`config.mk`:
```
export PLATFORM = sky130hd
export DESIGN_NAME = ahb_arbiter_m3
export DESIGN_NICKNAME = d
export VERILOG_FILES = /design/src/rtl/ahb_arbiter_m3.sv
export SDC_FILE = /design/constraint.sdc
export NUM_CORES = 1
export LEC_CHECK = 0
export ABC_AREA = 1
export BUFFER_PORTS_ARGS = -buffer_cell sky130_fd_sc_hd__buf_2
export CAP_MARGIN = 20
export CORE_MARGIN = 8
export CORE_UTILIZATION = 45
export CTS_CLUSTER_DIAMETER = 40
export DETAILED_ROUTE_END_ITERATION = 8
export GPL_TIMING_DRIVEN = 0
export PLACE_DENSITY = 0.74
export REMOVE_ABC_BUFFERS = 1
export SLEW_MARGIN = 20
export SYNTH_ARGS = -nofsm -noshare
export SYNTH_HDL_FRONTEND = slang
export SYNTH_SLANG_ARGS = --single-unit
```
`constraint.sdc`:
```
create_clock -name HCLK -period 1.3 [get_ports HCLK]
set_input_delay 0.39 -clock HCLK [delete_from_list [all_inputs] [get_ports HCLK]]
set_output_delay 0.39 -clock HCLK [all_outputs]
set_load 0.02 [all_outputs]
```
`src/rtl/ahb_arbiter_m3.sv`:
```
// Three-master AHB bus arbiter: one-hot HGRANT, HMASTER/HMASTLOCK address-phase owner,
// ownership held through fixed-length bursts and locked sequences.
module ahb_arbiter_m3 #(
    parameter int unsigned DEFAULT_MASTER = 0,
    parameter bit          ROUND_ROBIN    = 1'b1
) (
    input  logic       HCLK,
    input  logic       HRESET,
    input  logic       HBUSREQ_0,
    input  logic       HBUSREQ_1,
    input  logic       HBUSREQ_2,
    input  logic       HLOCK_0,
    input  logic       HLOCK_1,
    input  logic       HLOCK_2,
    input  logic [1:0] HTRANS,
    input  logic [2:0] HBURST,
    input  logic       HREADY,
    input  logic [1:0] HRESP,
    output logic       HGRANT_0,
    output logic       HGRANT_1,
    output logic       HGRANT_2,
    output logic [3:0] HMASTER,
    output logic       HMASTLOCK
);

    localparam int unsigned NM = 3;
    localparam int unsigned IW = 2;
    localparam int unsigned BW = 4;

    localparam logic [1:0] TR_IDLE   = 2'b00;
    localparam logic [1:0] TR_NONSEQ = 2'b10;
    localparam logic [1:0] TR_SEQ    = 2'b11;
    localparam logic [1:0] RESP_OKAY = 2'b00;

    localparam logic [IW-1:0] DEF_IDX   = IW'(DEFAULT_MASTER);
    localparam logic [NM-1:0] GRANT_RST = NM'(1) << DEFAULT_MASTER;

    logic [NM-1:0] req;
    logic [NM-1:0] lock;
    logic [NM-1:0] grant_q, grant_d;
    logic [IW-1:0] grant_idx;
    logic [IW-1:0] win_idx;
    logic          win_found;
    logic [BW-1:0] beats_q, beats_d;
    logic [IW-1:0] master_q, master_d;
    logic          mastlock_q, mastlock_d;
    logic          hold_lock;
    logic          arb_ok;
    logic [2:0]    cand;

    assign req  = {HBUSREQ_2, HBUSREQ_1, HBUSREQ_0};
    assign lock = {HLOCK_2, HLOCK_1, HLOCK_0};

    // One-hot grant register to owner index
    always_comb begin
        grant_idx = '0;
        if (grant_q[1]) grant_idx = IW'(1);
        if (grant_q[2]) grant_idx = IW'(2);
    end

    // Remaining-beat counter; a non-OKAY response aborts the burst regardless of HREADY
    always_comb begin
        beats_d = beats_q;
        if (HRESP != RESP_OKAY) begin
            beats_d = '0;
        end else if (HREADY) begin
            case (HTRANS)
                TR_NONSEQ: begin
                    case (HBURST)
                        3'b010, 3'b011: beats_d = BW'(3);
                        3'b100, 3'b101: beats_d = BW'(7);
                        3'b110, 3'b111: beats_d = BW'(15);
                        default:        beats_d = '0;
                    endcase
                end
                TR_SEQ: begin
                    if (beats_q != '0) beats_d = beats_q - BW'(1);
                end
                TR_IDLE: beats_d = '0;
                default: beats_d = beats_q;
            endcase
        end
    end

    assign hold_lock = lock[grant_idx];
    assign arb_ok    = (beats_d <= BW'(1)) && !hold_lock;

    // Winner selection; rotating search leaves the current owner for last
    always_comb begin
        win_idx   = DEF_IDX;
        win_found = 1'b0;
        cand      = '0;
        if (ROUND_ROBIN) begin
            for (int k = 1; k <= 3; k++) begin
                cand = 3'(grant_idx) + 3'(k);
                if (cand >= 3'd3) cand = cand - 3'd3;
                if (!win_found && req[IW'(cand)]) begin
                    win_idx   = IW'(cand);
                    win_found = 1'b1;
                end
            end
        end else begin
            for (int k = 0; k < 3; k++) begin
                if (!win_found && req[k]) begin
                    win_idx   = IW'(k);
                    win_found = 1'b1;
                end
            end
        end
    end

    always_comb begin
        grant_d    = arb_ok ? (NM'(1) << win_idx) : grant_q;
        master_d   = HREADY ? grant_idx : master_q;
        mastlock_d = HREADY ? lock[grant_idx] : mastlock_q;
    end

    always_ff @(posedge HCLK) begin
        if (HRESET) begin
            grant_q    <= GRANT_RST;
            beats_q    <= '0;
            master_q   <= DEF_IDX;
            mastlock_q <= 1'b0;
        end else begin
            grant_q    <= grant_d;
            beats_q    <= beats_d;
            master_q   <= master_d;
            mastlock_q <= mastlock_d;
        end
    end

    assign HGRANT_0  = grant_q[0];
    assign HGRANT_1  = grant_q[1];
    assign HGRANT_2  = grant_q[2];
    assign HMASTER   = {2'b00, master_q};
    assign HMASTLOCK = mastlock_q;

endmodule

```
* Yosys cells after proc, flatten, opt, wreduce, memory -nomap -nowiden
Index checks and enable logic that the tools add are counted.
Word-level totals: flip-flop bits (word level) 10, bits in latches 0, memory bits (writable) 0, memory bits (read-only) 0, input bits 16, memories kept 0
Operators by class: add/subtract/negate cells 7, multipliers 0, divide/modulo/power cells 0, $lt $le $gt $ge 8, eq/ne operators 8, shifts and indexed selects 1, multiplexer cells 23, bitwise gates (word level) 0, reduce and logical (&&, ||, !) cells 12
Operators by type and width (number):
- $pmux W4 S3 | 2
- $mux W2 | 7
- $eq A3 B3 Y1 const B | 4
- $lt A2 B3 Y1 const B | 4
- $mux W4 | 3
- $ge A3 B2 Y1 const B | 3
- $bmux W1 S2 | 4
- $mux W1 | 7
- $add A2 B2 Y3 const B | 2
- $eq A3 B2 Y1 const B | 2
- $reduce_or A2 Y1 | 3
- $sub A2 B2 Y2 const B | 3
- $eq A2 B2 Y1 const B | 2
- $le A4 B1 Y1 const B | 1
- $reduce_bool A4 Y1 | 1
- $sub A4 B1 Y4 const B | 1
- $add A2 B1 Y3 const B | 1
- $logic_and A1 B1 Y1 | 3
- $logic_not A1 Y1 | 3
- $shl A1 B2 Y3 const A | 1
- $logic_not A2 Y1 | 1
- $reduce_bool A2 Y1 | 1

* Longest topological paths before layout
depth in word-level cells 15, depth in mapped cells 12, depth with buffers taken out 12

* Worst setup path after synthesis
No wires, ideal clock.
path kind reg-to-reg, start register beats_q[0], end register grant_q[1], setup time 0.066 ns, arrival 1.328 ns, required time 1.234 ns, slack -0.094 ns, stages on the path, launching flop included 12, clock period less this slack 1.394 ns, cell sequence dfxtp_1 -> inv_1 -> ha_1 -> nand2_1 -> inv_1 -> nor2_1 -> nand2_1 -> nand2_1 -> nand2_1 -> nand3_2 -> nand2_1 -> a21oi_2
On the way: word-level cells in the longest chain between the ends 7, elaborated cells on any way between the ends 8, those cells by class add/sub (1); order compare (1); mux (4); reduce/logical (2)
Ends and longest elaborated chain:
- start, declared | RTL line 44 | logic [BW-1:0] beats_q, beats_d;
- start signal, assigned | RTL line 126 | beats_q <= beats_d;
- $sub A4 B1 Y4 or $reduce_bool A4 Y1 (tied branches) | RTL line 77 | if (beats_q != '0) beats_d = beats_q - BW'(1);
- $mux W4 | RTL line 77
- $pmux W4 S3 | RTL line 67 | case (HTRANS)
- $mux W4 (*) | RTL line 66 | end else if (HREADY) begin
- $mux W4 (*) | RTL line 64 | if (HRESP != RESP_OKAY) begin
- $le A4 B1 Y1 (*) | RTL line 86 | assign arb_ok = (beats_d <= BW'(1)) && !hold_lock;
- $logic_and A1 B1 Y1 (*) | RTL line 86
- end signal, assigned | RTL line 125 | grant_q <= grant_d;
- end, declared | RTL line 40 | logic [NM-1:0] grant_q, grant_d;
Every way passes the cells marked *; elsewhere a longest branch is shown, timed or not. A chain may end at the register's enable or synchronous reset.

* Worst setup path in the final report
start register beats_q[0], end register grant_q[0]
The elaborated chain is that of the path after synthesis.

==> flow_summary.toml <==
[outcome]
status = "complete, but fails checks"
violations = "negative setup slack"

[timing]
worst_slack_ps = -113.0
min_period_ps = 1413
fin_skew_ps = 6.756
setup_viol = 3
hold_violations = 0
period_share_pct = 108.7
fmax_ghz = 0.7077
finalMaxSlewViolations = 0
rsz0062_at_grt = "yes"
timing.hold.ws_ps = 367.8

[floorplan]
die_h_microns = 58.38
fp.dieW_microns = 58.38
pin_count = 24
start_util_pct = 47.33
design.die.area_sq_um = 3408
num_rows = 15
fp.coreArea_sq_um = 1708

[routing]
dr_wl_met2_microns = 922
drt_wl_total_mm = 1.941
met1_length_microns = 891
top_layer = "met4"
drtAntennaViolNets = 0
initialDrtViolationCount = 25
vias_per_cell = 4.758
wl_per_cell_microns = 10.44
drtPass1Iterations = 4
drc_errors = 0
via_count = 885
routed-wl-met3_microns = 98

[run]
drv_cap = 0

[yosys]
yosysTopAreaCell = "dfxtp_1"
synth_top_family_by_area = "simple AND/OR/NAND/NOR gates"
synth_top_cell_area_share_pct = 24.77
ys_top_cells_by_area = "dfxtp_1 25%, nand2_1 19%, inv_1 9.3%"
synth_common_cells = "41 x nand2_1, 20 x inv_1, 11 x nand3_1, 10 x a21oi_1, 10 x dfxtp_1"
syn_area_per_cell_sq_um = 5.987
synth-seq-cells = 10
ys_seq_area_share_pct = 24.77
synth_xor_area_share_pct = 0
synth-edff-count = 0
async_reset_ff_share_pct = 0
ys_warn_count = 0
synth_most_common_cell = "nand2_1"
synth_ff_type = "dfxtp_1"
synth-compound-area-share_pct = 11.30
synth_cells = 135
synth_fa_ha_area_share_pct = 1.548
synth_simple_gate_area_share_pct = 47.06
syn_area_sq_um = 808.3
synth_mux_area_share_pct = 0
ys_types = 24

[place]
placed_cell_area_sq_um = 917.1
gp_congestion = 0.8780
dpl.hpwl_mm = 1.489
portBuffers = 20
place_ws_ps = -234.7

[final_layout]
drive_gt1_share_pct = 41.61
areaGrowthSynthToFinish_pct = 30.34
stdcell_area_sq_um = 1054
seq_area_sq_um = 207.7
num_antenna_cells = 0
fillers = 158
fin_nets = 180
multi_input_area_sq_um = 560.5

[power_and_ir_drop]
cellPowerDensity_nw_per_um2 = 1555
p_total_uw = 1638
p_leak_uw = 0.0005603
peakVddDrop_uv = 1036

[worst_hold_path]
hold_class = "in2reg"

[clock_network]
insertion_delay_ps = 260
cts_tree = "yes"
clock_sinks = 10
cts_max_path_buffers = 2
numCtsBuffers = 3
clk_pin_slew_ps = 60
clockRootBuffer = "clkbuf_4"
h-tree-depth = 1

[setup_path]
required_ps = 1450
arrival_ps = 1560
startpoint_type = "flip-flop"
path_max_fanout = 4
critical_path_class = "reg2reg"
end_kind = "flip-flop"

[global_route]
antenna_found_initial = 0
grt_max_degree = 10
gr-total-overflow = 0
grt_pass1_wl_mm = 3.484
globalRouteTotalUtil_pct = 12.35
grt_pass1_vias = 905
[worst paths after layout]
| kind | slack [ps] | cells after the start | endpoint | startpoint |
|---|---|---|---|---|
| worst max register to register | -110 | 12 | grant_q[0]$_SDFFE_PP1P_ | beats_q[0]$_SDFF_PP0_ |
| worst max-delay path | -110 | 12 | grant_q[0]$_SDFFE_PP1P_ | beats_q[0]$_SDFF_PP0_ |
| worst min-delay path | 370 | 2 | grant_q[1]$_SDFFE_PP0P_ | HRESET |
| worst min register to register | 480 | 2 | grant_q[0]$_SDFFE_PP1P_ | grant_q[0]$_SDFFE_PP1P_ |
[flip-flops by register name, summed over array words and instances (netlist names)]
name	flops
beats_q	4
HMASTLOCK	1
master_q	2
grant_q	3
[where the power goes]
part	switching [uW]	internal (uW)	total, uW
Sequential	99.1	383	483
Combinational	605	350	954
Clock	95.1	106	201
[area by class of cell]
cell class                      instances  share of cell area, %
Timing Repair Buffer                   25                  13.06
Inverter                               25                  8.907
Tap cell                               25                  2.969
Multi-Input combinational cell         98                  53.21
Clock buffer                            3                  2.138
Sequential cell                        10                  19.71
[cell families after synthesis]
| kind of cell | count (synthesis) |
|---|---|
| adder cells (fa/ha/maj) | 1 |
| AO/OA/AOI/OAI | 16 |
| other | 1 |
| buffers and inverters | 28 |
| flip-flops | 10 |
| AND/OR/NAND/NOR | 79 |
[critical path: stages (launching register included)]
cell and delay [ps]:
dfxtp_2 340, inv_2 50, ha_4 170, nand2_4 90
inv_2 40, nor2_2 100, nand2_1 70, nand2_2 100
nand2_4 60, nand3_4 130, nor2_4 40, nand2_1 70
nand2_1 50
[cell usage in the layout, fill, tap and decap left out, drive strengths merged]
master  netlist  layout
nand2        45      45
buf           3      25
inv          24      24
nor2         15      15
nand3        14      14
a21oi        12      12
dfxtp        10      10
o21ai         4       4
clkbuf        0       3
nand4         2       2
conb          1       2
clkinv        1       1
or2           1       1
nor3          1       1
nor4          1       1
ha            1       1
[metal layers]
| metal | track usage (%) | vias to the layer above |
|---|---|---|
| li1 | - | 469 |
| met3 | 2.826 | 4 |
| met4 | 5.245 | 0 |
| met1 | 14.29 | 390 |
| met5 | 0 | - |
| met2 | 21.10 | 22 |
[stage by stage]
| step | TNS, ps | cells | utilization [%] |
|---|---|---|---|
| after floorplan | -301.0 | 133 | - |
| after global placement | -648.2 | 178 | 53.70 |
| after detailed placement | -687.4 | 178 | 53.70 |
| after CTS | -187.5 | 184 | 58.68 |
| after global routing | -683.7 | 186 | 61.69 |
| final | -289.6 | 186 | 61.69 |
[what timing repair did]
| action | 4_1_cts | 5_1_grt |
|---|---|---|
| setup endpoints to repair | 6 | 3 |
| hold buffers | 0 | 0 |
| pin swaps | 3 | 8 |
| setup buffers | 3 | 2 |
| resized for setup | 16 | 9 |
Note: power is estimated with default switching activity, not from simulation.
